## config.mk

```make
export PLATFORM = sky130hd
export DESIGN_NAME = retry_budget_ctrl
export DESIGN_NICKNAME = d
export VERILOG_FILES = /design/src/rtl/retry_budget_ctrl.sv
export SDC_FILE = /design/constraint.sdc
export NUM_CORES = 1
export LEC_CHECK = 0
export ABC_AREA = 0
export BUFFER_PORTS_ARGS = -buffer_cell sky130_fd_sc_hd__clkbuf_2
export CAP_MARGIN = 30
export CORE_ASPECT_RATIO = 1.25
export CORE_MARGIN = 2
export CORE_UTILIZATION = 56
export DETAILED_ROUTE_END_ITERATION = 8
export GPL_TIMING_DRIVEN = 0
export PLACE_DENSITY = 0.92
export SETUP_SLACK_MARGIN = 0.15
export SYNTH_ARGS = -nofsm -noshare
export SYNTH_HDL_FRONTEND = slang
export SYNTH_SLANG_ARGS = --single-unit
```

## constraint.sdc

```tcl
create_clock -name clk_i -period 3.6 [get_ports clk_i]
set_clock_uncertainty 0.15 [all_clocks]
set_input_delay 0.36 -clock clk_i [delete_from_list [all_inputs] [get_ports clk_i]]
set_output_delay 0.36 -clock clk_i [all_outputs]
set_load 0.005 [all_outputs]
```

## src/rtl/retry_budget_ctrl.sv

```systemverilog
// Per-ID retry budget: forwards retries until an ID exhausts its budget,
// then consumes further retries of that ID and raises a sticky fault.
module retry_budget_ctrl #(
    parameter int IDSize       = 2,
    parameter int MaxRetries   = 3,
    parameter int DropCntWidth = 8
) (
    input  logic                    clk_i,
    input  logic                    rst_i,
    input  logic                    issue_valid_i,
    input  logic [IDSize-1:0]       issue_id_i,
    input  logic                    retry_valid_i,
    input  logic [IDSize-1:0]       retry_id_i,
    output logic                    retry_ready_o,
    output logic                    retry_valid_o,
    output logic [IDSize-1:0]       retry_id_o,
    input  logic                    retry_ready_i,
    input  logic                    clear_i,
    output logic                    fault_o,
    output logic [IDSize-1:0]       fault_id_o,
    output logic [DropCntWidth-1:0] drop_cnt_o
);

    localparam int NumIds = 2 ** IDSize;
    localparam int CntW   = $clog2(MaxRetries + 1);

    localparam logic [CntW-1:0] MaxCnt = CntW'(MaxRetries);

    localparam logic ST_OK    = 1'b0;
    localparam logic ST_FAULT = 1'b1;

    logic [CntW-1:0]         cnt_q [NumIds];
    logic [CntW-1:0]         cur_cnt;
    logic                    forward;
    logic                    drop;
    logic                    bump;
    logic                    state_q;
    logic                    state_d;
    logic [IDSize-1:0]       fault_id_q;
    logic [DropCntWidth-1:0] drop_cnt_q;

    // Decision always looks at the pre-update count, even when a clear
    // or issue hits the same ID in this cycle.
    assign cur_cnt = cnt_q[retry_id_i];
    assign forward = retry_valid_i & (cur_cnt < MaxCnt);
    assign drop    = retry_valid_i & (cur_cnt == MaxCnt);
    assign bump    = forward & retry_ready_i;

    assign retry_valid_o = forward;
    assign retry_id_o    = retry_id_i;
    assign retry_ready_o = drop ? 1'b1 : retry_ready_i;

    assign fault_o    = (state_q == ST_FAULT);
    assign fault_id_o = fault_id_q;
    assign drop_cnt_o = drop_cnt_q;

    // Issue clear beats a retry increment on the same ID.
    always_ff @(posedge clk_i or posedge rst_i) begin
        if (rst_i) begin
            for (int i = 0; i < NumIds; i++) begin
                cnt_q[i] <= '0;
            end
        end else begin
            for (int i = 0; i < NumIds; i++) begin
                if (clear_i) begin
                    cnt_q[i] <= '0;
                end else if (issue_valid_i &&
                             issue_id_i == IDSize'(i)) begin
                    cnt_q[i] <= '0;
                end else if (bump &&
                             retry_id_i == IDSize'(i)) begin
                    cnt_q[i] <= cnt_q[i] + 1'b1;
                end
            end
        end
    end

    always_comb begin
        state_d = state_q;
        case (state_q)
            ST_OK:    if (drop) state_d = ST_FAULT;
            ST_FAULT: state_d = ST_FAULT;
            default:  state_d = ST_OK;
        endcase
    end

    always_ff @(posedge clk_i or posedge rst_i) begin
        if (rst_i) begin
            state_q    <= ST_OK;
            fault_id_q <= '0;
            drop_cnt_q <= '0;
        end else if (clear_i) begin
            state_q    <= ST_OK;
            fault_id_q <= '0;
            drop_cnt_q <= '0;
        end else begin
            state_q <= state_d;
            if (drop) begin
                fault_id_q <= retry_id_i;
                if (drop_cnt_q != '1) begin
                    drop_cnt_q <= drop_cnt_q + 1'b1;
                end
            end
        end
    end

endmodule

```

Word-level counts from Yosys, hierarchy flattened
Cells that the tools add are included.
Word-level totals
  output and inout bits: 15
  bits in writable memories: 0
  register bits: 19
  ROM bits: 0
  bits in latches: 0
  memories kept: 0
Operators by class
  reduce and logical (&&, ||, !) cells: 17
  shift operators: 0
  add/sub/neg operators: 5
  $lt $le $gt $ge: 2
  divide/modulo/power cells: 0
  $mul: 0
  bitwise gates (word level): 5
  multiplexer cells: 24
  equal/unequal tests: 8
Operator list (count)
  $mux W2: 16
  $mux W8: 3
  $reduce_bool A3 Y1: 4
  $eq A2 B2 Y1 const B: 5
  $add A2 B1 Y2 const B: 4
  $add A8 B1 Y8 const B: 1
  $logic_and A1 B1 Y1: 8
  $ne A8 B8 Y1 const B: 1
  $bmux W2 S2: 1
  $eq A2 B1 Y1 const B: 2
  $logic_not A2 Y1: 2
  $reduce_bool A2 Y1: 2
  $and A1 B1 Y1: 3
  $ge A3 B3 Y1 const B: 1
  $mux W1: 3
  $not A2 Y3: 1
  $lt A2 B2 Y1 const B: 1
  $pmux W1 S2: 1
  $reduce_and A2 Y1: 1
  $not A1 Y1: 1

Longest topological paths before layout
  depth in word-level cells: 11
  depth in mapped cells: 7
  gate-level depth less buffers: 5

Worst setup path before layout
OpenSTA, ideal clock, no wires.
  path kind: reg2reg
  start point: reg drop_cnt_q[0], in the netlist drop_cnt_o[0]
  end point: reg drop_cnt_q[3], in the netlist drop_cnt_o[3]
  buffers on the path: 1
  path slack: 1.661 ns
  cell stages (with the launch flop): 7
  period minus slack after synthesis: 1.939 ns
  arrival: 1.711 ns
  setup time: 0.078 ns
  required time: 3.372 ns
  cell sequence: dfrtp_1 ha_1 and2_1 and3_4 buf_6 or4_1 a21oi_1
On the way
  longest elaborated chain between the ends: 4
RTL lines
  start, declared: line 40  | logic [DropCntWidth-1:0] drop_cnt_q;
  start signal, assigned: line 101  | drop_cnt_q <= drop_cnt_q + 1'b1;
  $add A8 B1 Y8: line 101
  $mux W8: line 100  | if (drop_cnt_q != '1) begin
  $mux W8: line 98  | if (drop) begin
  $mux W8: line 92  | end else if (clear_i) begin
Parallel ways exist; a longest one is shown, timed or not. The select of a mux whose other input is x is not followed.
A chain may end at the register's enable or synchronous reset.

Worst setup path after layout
  start point: reg cnt_q[6] (netlist name)
  end point: out retry_ready_o
On the way
  longest elaborated chain between the ends: 6
RTL lines
  start, declared: line 32  | logic [CntW-1:0] cnt_q [NumIds];
  start signal, assigned by index: line 72  | cnt_q[i] <= cnt_q[i] + 1'b1;
  $bmux W2 S2: line 44  | assign cur_cnt = cnt_q[retry_id_i];
  $mux W2 (not written as such) (2 in series): line 44
  $eq A2 B2 Y1: line 46  | assign drop = retry_valid_i & (cur_cnt == MaxCnt);
  $and A1 B1 Y1: line 46
  $mux W1: line 51  | assign retry_ready_o = drop ? 1'b1 : retry_ready_i;
  end, declared: line 14  | output logic retry_ready_o,
Every way passes these cells. The select of a mux whose other input is x is not followed.

==> summary.md <==
| Metric | Value |
|---|---|
| Clock share of power | `30.3%` |
| NetSw | `between 0.00009 and 0.0001 W` |
| Setup_tns | `0 ps` |
| Asr flop ratio synth | `100.0%` |
| Clock Sinks | `19` |
| Min Hold Slack | `-18.52 ps` |
| PwrDens | `283.3 nW/um^2` |
| Share of power burned in registers | `59.7%` |
| FP Rows | `18` |
| Fin cells | `168` |
| First-pass GRT wire length | `roughly 4.0 mm` |
| Share of the synthesized area in the top cell type | `roughly 43%` |
| Total CTS buffers | `3` |
| DRT iter0 DRCs | `28` |
| Crit path DAT | `~1800 ps` |
| Syn Area/Cell | `9.228 um^2` |
| Clk_lat worst skew | `310 ps` |
| Fin crit period | `2282 ps` |
| I/O pin count | `25` |
| Tightest Pin Transition | `between 700 and 800 ps` |
| Diodes inserted | `0` |
| Layout Nets | `160` |
| Worst-path clk slew | `110 ps` |
| Crit Path Category | `reg2out` |
| Clock Path Buffers | `2` |
| Power share of the combinational group | `about 10%` |
| CP top delay family | `flip-flops` |
| Status | `finished, violations left` |
| FMAX | `438.2 MHz` |
| Seq/Total Area, Yosys | `between 40 and 50%` |
| Final period utilization | `a little under two thirds` |
| Crit path cell chain | `nand4bb_1 -> o21ai_4 -> o21ai_2 -> buf_2 -> nand2b_1 -> clkbuf_2` |
| Max-slew headroom | `between 50 and 60%` |
| Max Cap Viol | `0` |
| #FFs+latches synth | `19` |
| CP bufs+invs | `2` |
| Setup bufs post-CTS | `0` |
| WL/cell | `around 14 um` |
| Failing checks | `negative hold slack` |
| Prevailing post-synth register cell | `dfrtp_1` |
| Unrepaired setup endpoints after global routing | `no` |
| Synth area leader | `dfrtp_1` |
| Post-route cell area | `1279 um^2` |
| Static leakage | `a little under 0.6 nW` |
| Share of layout cells above drive strength 1 | `between 20% and 30%` |
| Endpoints failing setup | `0` |
| Final slew viol count | `0` |
| Startpoint Class | `flip-flop` |
| Commonest non-fill, non-tap cell in the layout | `clkbuf_2` |
| ANT nets after route | `0` |
| CTS H-tree depth | `1` |
| Die height | `53.72 um` |
| Max VDD drop | `between 0.2 and 0.3 mV` |
| Via density per instance | `6.107` |
| Count of final hold-check violations | `19` |
| Fillers | `approximately 160` |
| Internal | `around 0.00027 W` |
| Netlist Area Pre-Place | `between 1000 and 1500 um^2` |
| Layout area overhead | `15.48%` |
| Congestion Overflow GR | `0` |
| Die X | `43.77 um` |
| Gate Count Post-Synth | `120` |
| Pin count of the biggest net entering global routing | `20` |
| Fin worst setup slack | `roughly 1300 ps` |
| Crit path max fanout | `10` |
| Setup WS pre-CTS | `between 1000 and 1500 ps` |
| Die area | `roughly 2400 um^2` |
| Port Buf Inserts | `24` |
| Vias | `slightly above 1000` |
| WL final | `2.363 mm` |
| CP Capture Type | `primary output` |
| Worst R2R Setup Slack | `1550 ps` |
| Initial antenna violation count | `0` |
| Switching Share | `around a quarter` |
| Post-Place Cell Area | `about 1300 um^2` |
| Pre-Repair DR Iteration Count | `4` |
| GP Congestion | `between 0.9 and 1` |
| Global-route usage over all layers | `about a quarter` |
| DR DRC count | `0` |
| Post-CTS sizing | `0` |
| Critical-path top delay cell | `dfrtp_1` |
| Worst Path Required | `approximately 3100 ps` |
| Post-synth EDFFs | `0` |
| YS warnings | `0` |
| Synth unique cells | `38` |
| Area of the core | `~1900 um^2` |
| Detail Placement HPWL | `between 1.5 and 2 mm` |
| CP peak stage delay | `410 ps` |
| Root Buffer Master | `clkbuf_4` |
| Initial core utilization | `slightly below 60%` |
| Vias in the first global route | `a little under 1000` |
| Commonest non-fill, non-tap cells in the layout | `24 x clkbuf_2, 19 x dfrtp_1, 13 x nor2_1, 12 x nand2_1` |
| CTS tree | `built` |
| Syn nets | `approximately 130` |
| Top cells by area, synth | `dfrtp_1 43%, nor2_1 4.4%, nand2_1 4.1%, a21oi_1 3.2%, xnor2_1 3.2%` |
| Hold Buf Count CTS | `0` |
| Hold WC Path Type | `in2async` |
| DP Cell Count | `between 150 and 200` |
-- state kept, by name, summed over array words and instances, names as in the netlist --
signal / flops
drop_cnt_o: 8
cnt_q: 8
fault_id_o: 2
fault_o: 1
-- final timing paths --
kind,from,to,cells past startpoint
setup reg to reg,drop_cnt_o[0]$_DFFE_PP0P_,drop_cnt_o[3]$_DFFE_PP0P_,6
setup / recovery,cnt_q[6]$_DFFE_PP0P_,retry_ready_o,6
max in group asynchronous,rst_i,cnt_q[6]$_DFFE_PP0P_,2
hold / removal,rst_i,cnt_q[2]$_DFFE_PP0P_,2
min in group clk_i,issue_id_i[0],cnt_q[1]$_DFFE_PP0P_,2
hold reg to reg,fault_o$_DFF_PP0_,fault_o$_DFF_PP0_,2
-- cells in the mapped netlist (3+ instances only) --
cell type / count
dfrtp_1: 19
nor2_1: 13
nand2_1: 12
a21oi_1: 7
inv_1: 7
nand3_1: 5
o21ai_0: 5
xnor2_1: 4
buf_4: 3
nand2b_1: 3
nor3_1: 3
o31ai_1: 3
or4_1: 3
-- cell type report --
type / count / area (um^2) / share of cell area [%]
buffer: 6 / 42.54 / 3.327
clock buffer: 4 / 26.28 / 2.055
inverter: 7 / 26.28 / 2.055
multi-input combinational: 88 / 563.0 / 44.03
sequential: 19 / 475.5 / 37.18
tap: 20 / 25.02 / 1.957
timing repair buffer: 24 / 120.1 / 9.393
-- kinds of logic (layout without fill, tap and decap cells) --
logic type | Yosys count | after routing | synth area share [%]
multiplexers | 2 | 2 | 1.808
XOR/XNOR | 4 | 4 | 3.164
AND/OR/NAND/NOR | 53 | 53 | 26.10
adder cells (fa/ha/maj) | 1 | 1 | 1.130
buffers and inverters | 13 | 41 | 6.214
flip-flops | 19 | 19 | 42.94
AO/OA/AOI/OAI | 28 | 28 | 18.65
-- per-stage QoR --
stage,utilization [%],total power (W),hold slack [ps]
after floorplan,-,0.0002405,161.1
after global placement,65.42,0.0002549,329.6
after detailed placement,65.42,0.0002566,347.2
after CTS,66.80,0.0003636,21.21
after global routing,66.80,0.0003751,59.08
final,66.80,0.0003623,-18.52
-- power by group through the flow --
| stage | registers, W | logic [W] | clock network [W] |
|---|---|---|---|
| finish | 0.000216 | 0.0000362 | 0.000110 |
| global route | 0.000217 | 0.0000410 | 0.000117 |
| detailed placement | 0.000220 | 0.0000362 | 0 |
| floorplan | 0.000220 | 0.0000204 | 0 |
| global placement | 0.000220 | 0.0000347 | 0 |
| CTS | 0.000216 | 0.0000366 | 0.000111 |
-- worst register-to-register path: stages (launching register included) --
cell and delay [ps]:
dfrtp_1 440, ha_1 230, and2_1 200, and3_4 190, buf_6 130, or4_1 490, a21oi_1 140
-- metal layers --
metal  vias to the layer above  share of wire, %  GRT usage, %
met4                         0               1.9         11.62
met1                       492                39         25.00
li1                        490                 -             -
met3                         7               5.3         4.362
met2                        37                54         43.38
met5                         -                 0             0
(Power assumes the default switching activity.)
